--- src/rtl/ast_sa_pkg.sv ---
// Shared types and constants for the systolic array sequencer.
// Used by ast_systolic_ctrl and ast_skew_window.
package ast_sa_pkg;

  localparam int SA_SIZE    = 4;
  localparam int SA_MAC_LAT = 1;

  typedef enum logic [2:0] {
    IDLE,
    CLEAR,
    FEED,
    DRAIN,
    DONE
  } ast_ctrl_state_t;

  // Feed length: k operands plus skew in and out.
  function automatic int feed_len(
    input int k,
    input int size
  );
    return k + 2 * (size - 1);
  endfunction

endpackage

--- src/rtl/ast_skew_window.sv ---
// Diagonal skew window for one lane index.
// Lane is active while lane <= t < lane + k_q.
module ast_skew_window
  import ast_sa_pkg::*;
#(
  parameter int KW = 8
) (
  input  logic [KW:0]   t,
  input  logic [KW-1:0] k_q,
  input  logic [KW:0]   lane,
  output logic          in_win
);

  logic [KW+1:0] hi;

  // Window compare, widened so lane + k_q never wraps.
  always_comb begin
    hi     = {1'b0, lane} + {2'b00, k_q};
    in_win = (t >= lane) && ({1'b0, t} < hi);
  end

endmodule

--- src/rtl/ast_systolic_ctrl.sv ---
// Sequencer for a SIZE x SIZE systolic MAC array.
// Optional perf counters under AST_CTRL_PERF_EN.
module ast_systolic_ctrl
  import ast_sa_pkg::*;
#(
  parameter int SIZE    = SA_SIZE,
  parameter int KW      = 8,
  parameter int MAC_LAT = SA_MAC_LAT
) (
  input  logic            clk,
  input  logic            reset,
  input  logic            start,
  input  logic [KW-1:0]   k_len,
  input  logic [SIZE-1:0] row_empty,
  input  logic [SIZE-1:0] col_empty,
  output logic [SIZE-1:0] row_rd_en,
  output logic [SIZE-1:0] col_rd_en,
  output logic [SIZE-1:0] a_zero,
  output logic [SIZE-1:0] b_zero,
  output logic            load_en,
  output logic            mult_en,
  output logic            acc_en,
  output logic            busy,
  output logic            done
`ifdef AST_CTRL_PERF_EN
  ,
  output logic [31:0]     perf_busy_cyc,
  output logic [31:0]     perf_stall_cyc
`endif
);

  localparam int TW = KW + 1;
  localparam int DW = (MAC_LAT > 1) ? $clog2(MAC_LAT) : 1;

  ast_ctrl_state_t state;
  ast_ctrl_state_t nxt;

  logic [KW-1:0]   k_q;
  logic [TW-1:0]   t;
  logic [TW-1:0]   t_nxt;
  logic [TW-1:0]   t_last;
  logic [DW-1:0]   dcnt;
  logic [DW-1:0]   d_nxt;
  logic [SIZE-1:0] win;
  logic            stall;

  // Row i and column i share one window instance.
  for (genvar i = 0; i < SIZE; i++) begin : g_lane
    ast_skew_window #(
      .KW(KW)
    ) u_win (
      .t     (t),
      .k_q   (k_q),
      .lane  (TW'(i)),
      .in_win(win[i])
    );
  end

  // Last feed step and underflow stall detection.
  always_comb begin
    t_last = TW'(feed_len(int'(k_q), SIZE) - 1);
    stall  = (state == FEED) &&
             (|(win & (row_empty | col_empty)));
  end

  // Next state and array control outputs.
  always_comb begin
    nxt       = state;
    t_nxt     = t;
    d_nxt     = dcnt;
    row_rd_en = '0;
    col_rd_en = '0;
    a_zero    = '1;
    b_zero    = '1;
    load_en   = 1'b0;
    mult_en   = 1'b0;
    acc_en    = 1'b0;
    busy      = 1'b0;
    done      = 1'b0;
    unique case (state)
      IDLE: begin
        if (start) nxt = CLEAR;
      end
      CLEAR: begin
        busy    = 1'b1;
        load_en = 1'b1;
        t_nxt   = '0;
        nxt     = (k_q == '0) ? DONE : FEED;
      end
      FEED: begin
        busy   = 1'b1;
        a_zero = ~win;
        b_zero = ~win;
        if (!stall) begin
          row_rd_en = win;
          col_rd_en = win;
          mult_en   = 1'b1;
          acc_en    = 1'b1;
          if (t == t_last) begin
            nxt   = DRAIN;
            d_nxt = '0;
          end else begin
            t_nxt = t + 1'b1;
          end
        end
      end
      DRAIN: begin
        busy    = 1'b1;
        mult_en = 1'b1;
        acc_en  = 1'b1;
        if (dcnt == DW'(MAC_LAT - 1)) nxt = DONE;
        else d_nxt = dcnt + 1'b1;
      end
      DONE: begin
        done = 1'b1;
        nxt  = IDLE;
      end
      default: nxt = IDLE;
    endcase
  end

  // State, feed step and drain counter registers.
  always_ff @(posedge clk or posedge reset) begin
    if (reset) begin
      state <= IDLE;
      k_q   <= '0;
      t     <= '0;
      dcnt  <= '0;
    end else begin
      state <= nxt;
      t     <= t_nxt;
      dcnt  <= d_nxt;
      if (state == IDLE && start) k_q <= k_len;
    end
  end

`ifdef AST_CTRL_PERF_EN
  // Saturating busy/stall counters, cleared per job.
  always_ff @(posedge clk or posedge reset) begin
    if (reset) begin
      perf_busy_cyc  <= '0;
      perf_stall_cyc <= '0;
    end else if (state == IDLE && start) begin
      perf_busy_cyc  <= '0;
      perf_stall_cyc <= '0;
    end else begin
      if (busy && !(&perf_busy_cyc))
        perf_busy_cyc <= perf_busy_cyc + 1'b1;
      if (stall && !(&perf_stall_cyc))
        perf_stall_cyc <= perf_stall_cyc + 1'b1;
    end
  end
`endif

endmodule

--- config.mk ---
export PLATFORM = sky130hd
export DESIGN_NAME = ast_systolic_ctrl
export DESIGN_NICKNAME = d
export VERILOG_FILES = /design/src/rtl/ast_sa_pkg.sv /design/src/rtl/ast_skew_window.sv /design/src/rtl/ast_systolic_ctrl.sv
export SDC_FILE = /design/constraint.sdc
export NUM_CORES = 1
export LEC_CHECK = 0
export CAP_MARGIN = 20
export CORE_ASPECT_RATIO = 0.75
export CORE_MARGIN = 2
export CORE_UTILIZATION = 25
export CTS_CLUSTER_SIZE = 12
export DETAILED_ROUTE_END_ITERATION = 10
export HOLD_SLACK_MARGIN = 0.1
export SLEW_MARGIN = 20
export SYNTH_ARGS = -nofsm -noshare
export SYNTH_HDL_FRONTEND = slang
export SYNTH_HIERARCHICAL = 1
export SYNTH_SLANG_ARGS = --single-unit
--- constraint.sdc ---
create_clock -name clk -period 12.67 [get_ports clk]
set_input_delay 1.9005 -clock clk [delete_from_list [all_inputs] [get_ports clk]]
set_output_delay 1.9005 -clock clk [all_outputs]
set_load 0.1 [all_outputs]
==> out/results.tsv <==
stage	metric	value	unit
outcome	outcome	finished clean	
critical_path	timing.rr.end	t[8]$_DFFE_PP0P_	
route	dr.pass1.iters	5	
floorplan	die_x	158.1	µm
global_route	grt_max_degree	21	
critical_path	cp_max_fo	8	
clock_tree	cts.clk_slew.worst_paths	0.06	ns
clock_tree	cts-root-buf	clkbuf_16	
timing	period_share	55.58	%
cells_and_area	nNetsFinal	765	
timing	fin_ws	5.629	ns
synth	yosysSeqAreaShare	11.24	%
timing	skew	0.003058	ns
timing	fin_setup_tns	0	ns
placement	gp_congestion	0.7916	
global_route	grt_pass1_vias	3488	
critical_path	reg2reg_slack	8.09	ns
placement	postPlaceCellArea	5286	µm²
clock_tree	clk_path_buf_depth	2	
clock_tree	cts_inserted_buffers	3	
clock_tree	postCtsHoldBufs	0	
pwr	p_total	1.037	mW
pwr	ir_drop	0.1655	mV
clock_tree	cts_tree	yes	
global_route	use_met2	16.96	%
synth	post_synth_fa_ha_maj_area_fraction	30.73	%
cells_and_area	fin_area	5361	µm²
min_path	hp-start	state[0]$_DFFE_PP0P_	
global_route	grt_pass1_wl	18470	µm
synth	syn-cell-area	4454	µm²
synth	synth_warnings	6	
global_route	gr-usage-met1	20.21	%
placement	post-place-cells	876	
clock_tree	cts_num_sinks	20	
clock_tree	postCtsSetupRepairBufs	0	
cells_and_area	regArea	500.5	µm²
floorplan	core.rowCount	42	
synth	synth-simple-area-share	19.61	%
floorplan	start_util	25.38	%
min_path	hold_path_end	state[0]$_DFFE_PP0P_	
min_path	worstHoldPathType	reg -> reg	
global_route	use_met3	1.842	%
cells_and_area	fill_cells	1916	
global_route	grt_overflow	0	
critical_path	critPathArrivalTime	5.14	ns
synth	async_flop_share	100.0	%
route	drc	0	
flow_run	drv_cap	0	
cells_and_area	final_cells	879	
timing	min_period	7.041	ns
timing	slew_headroom	32.26	%
synth	synth_cell_type_count	56	
synth	synth-xor-area-share	6.882	%
synth	synth_edf_count	0	
timing	maxSlewViolCount	0	
placement	io_buffers	39	
floorplan	ios	40	
pwr	p_leak	2.560	nW
critical_path	crit_path_end_kind	output port	
synth	synth_top_family_by_area	adder cells	
cells_and_area	drive_gt1_share	5.338	%
synth	ys_seq_elements	20	
timing	worstMarginPinSlew	1.008	ns
clock_tree	htreeDepth	1	
cells_and_area	fin_util	30.55	%
cells_and_area	antenna_cells	0	
timing	whs	0.5533	ns
global_route	grt.busiest_layer	met1	
route	routed_wirelength	11520	µm
cells_and_area	multiInputGateArea	3879	µm²
critical_path	worstSetupPathType	reg -> out	
cells_and_area	syn2layout_area_growth	20.37	%
critical_path	worstPathRequired	10.77	ns
timing	fmax	142.0	MHz
synth	synth_top_flop_cell	dfrtp_1	
pwr	powerDensity	193.5	nW/µm²
floorplan	die_area	18910	µm²
route	antenna_left	0	
critical_path	reg2reg_depth	19	
timing	setup_violations	0	
route	viasPerCell	4.522	
clock_tree	clk_latency	0.26	ns
global_route	track_usage	12.36	%
floorplan	die_h	119.6	µm
clock_tree	cts.repair.resized	0	
synth	muxShareOfSynthArea	1.770	%
route	wire_per_inst	13.10	µm
critical_path	critPathLaunchType	flip-flop	
synth	postSynthCellCount	544	
critical_path	r2r-start	k_q[0]$_DFFE_PP0P_	
route	vias	3975	
min_path	min_delay_path_depth	1	
timing	finalHoldViolations	0	
floorplan	core_area	17550	µm²
route	drt_iter0_markers	260	
timing	grt_setup_unrepaired	no	
synth	postSynthAreaPerCell	8.188	µm²
placement	hpwlAfterDp	9078	µm
placement	place_ws	5.960	ns
global_route	antenna_found_initial	0	
synth	synth-compound-area-share	22.02	%
==> layout by cell type, fill, tap and decap left out, types with 4 or more instances in the layout <==
master / netlist / final
ha_1: 103 / 103
conb_1: 2 / 72
inv_1: 57 / 57
clkdlybuf4s50_1: 0 / 39
a21oi_1: 33 / 33
nor2_1: 32 / 32
o21ai_0: 30 / 30
nand2_1: 29 / 29
nand3_1: 21 / 21
dfrtp_1: 20 / 20
xnor2_1: 18 / 18
xor2_1: 17 / 17
nand2b_1: 14 / 14
a21o_1: 13 / 13
nor3_1: 11 / 11
a211oi_1: 9 / 9
nand4_1: 7 / 7
or3_1: 7 / 7
mux2_2: 7 / 7
o21ai_1: 6 / 6
and3_1: 5 / 5
o31ai_1: 5 / 5
and2_1: 5 / 5
nor2b_4: 4 / 4
o2111ai_2: 4 / 4
nand3_2: 4 / 4
o21bai_1: 4 / 4
o41ai_2: 4 / 4
nor2b_1: 4 / 4
nor4bb_1: 4 / 4
o221ai_1: 4 / 4
o2111a_1: 4 / 4
o32a_1: 4 / 4
fa_1: 4 / 4
==> layout make-up <==
class / instances / area share (%)
Tap cell: 242 / 5.648
Inverter: 57 / 3.991
Clock buffer: 3 / 1.400
Timing Repair Buffer: 39 / 7.281
Sequential cell: 20 / 9.335
Multi-Input combinational cell: 518 / 72.35
==> Yosys cell counts (all sizes together) (3+ instances only) <==
master / count / area share [%]
o31ai: 5 / 0.84
nand2b: 14 / 2.0
or2: 3 / 0.42
a211oi: 9 / 1.5
o211ai: 4 / 0.79
o21bai: 4 / 0.67
nor3: 11 / 1.2
nor2: 33 / 2.8
o41ai: 5 / 1.7
o32a: 4 / 0.90
nor4bb: 4 / 0.90
fa: 4 / 1.8
nand2: 29 / 2.4
nand3: 25 / 3.3
and3: 5 / 0.70
nand4: 7 / 0.98
mux2: 7 / 1.8
a21oi: 36 / 4.3
or3: 7 / 0.98
dfrtp: 20 / 11
nor2b: 8 / 1.8
o2111ai: 6 / 1.7
o221ai: 4 / 0.79
xnor2: 18 / 3.5
and2: 5 / 0.70
xor2: 17 / 3.3
buf: 17 / 2.6
o21ai: 36 / 4.0
a21o: 13 / 2.2
ha: 103 / 29
inv: 57 / 4.8
a221o: 3 / 0.67
o2111a: 4 / 1.0
==> worst max path at each step <==
stage / start / end
after floorplan: k_q[0]$_DFFE_PP0P_ / mult_en
after global placement: k_q[0]$_DFFE_PP0P_ / row_rd_en[2]
after detailed placement: k_q[0]$_DFFE_PP0P_ / col_rd_en[1]
after CTS: k_q[0]$_DFFE_PP0P_ / col_rd_en[1]
after global routing: k_q[0]$_DFFE_PP0P_ / row_rd_en[2]
final: k_q[0]$_DFFE_PP0P_ / col_rd_en[1]
==> power breakdown <==
| group | switching [mW] | internal (mW) | leakage, nW |
|---|---|---|---|
| sequential | 0.0918 | 0.0845 | 0.256 |
| combinational | 0.451 | 0.341 | 2.27 |
| clock | 0.0270 | 0.0418 | 0.0370 |
| total | 0.570 | 0.467 | 2.56 |
==> sequential cells by signal, indices dropped and copies added, names as in the netlist <==
signal / cells
t: 9
state: 3
k_q: 8
==> per-layer routing <==
| layer | part of all wire (%) | wire (µm) |
|---|---|---|
| met1 | 56 | 6403 |
| met2 | 38 | 4332 |
| met3 | 6.0 | 691 |
| met4 | 0.77 | 89 |
| met5 | 0 | 0 |
==> critical path, stage by stage, from the launching register on <==
cell and delay (ns):
dfrtp_1 0.54, ha_1 0.24, inv_1 0.06, fa_1 0.43
nor2b_4 0.14, o2111ai_2 0.12, nand3_2 0.11, nor2_1 0.05
xor2_1 0.14, ha_1 0.29, nand3_1 0.09, nor3_1 0.19
a211oi_1 0.07, o32a_1 0.40, o21ai_0 0.14, nand4_1 0.21
nor2_1 0.33, and2_1 0.20, clkdlybuf4s50_1 1.14
==> logic make-up after synthesis <==
group	Yosys count
mux	7
flops	20
buf+inv	76
fa+ha+maj	107
compound gates	138
other cells	2
simple gates	159
xor+xnor	35
Power figures use the tool's default switching activity.
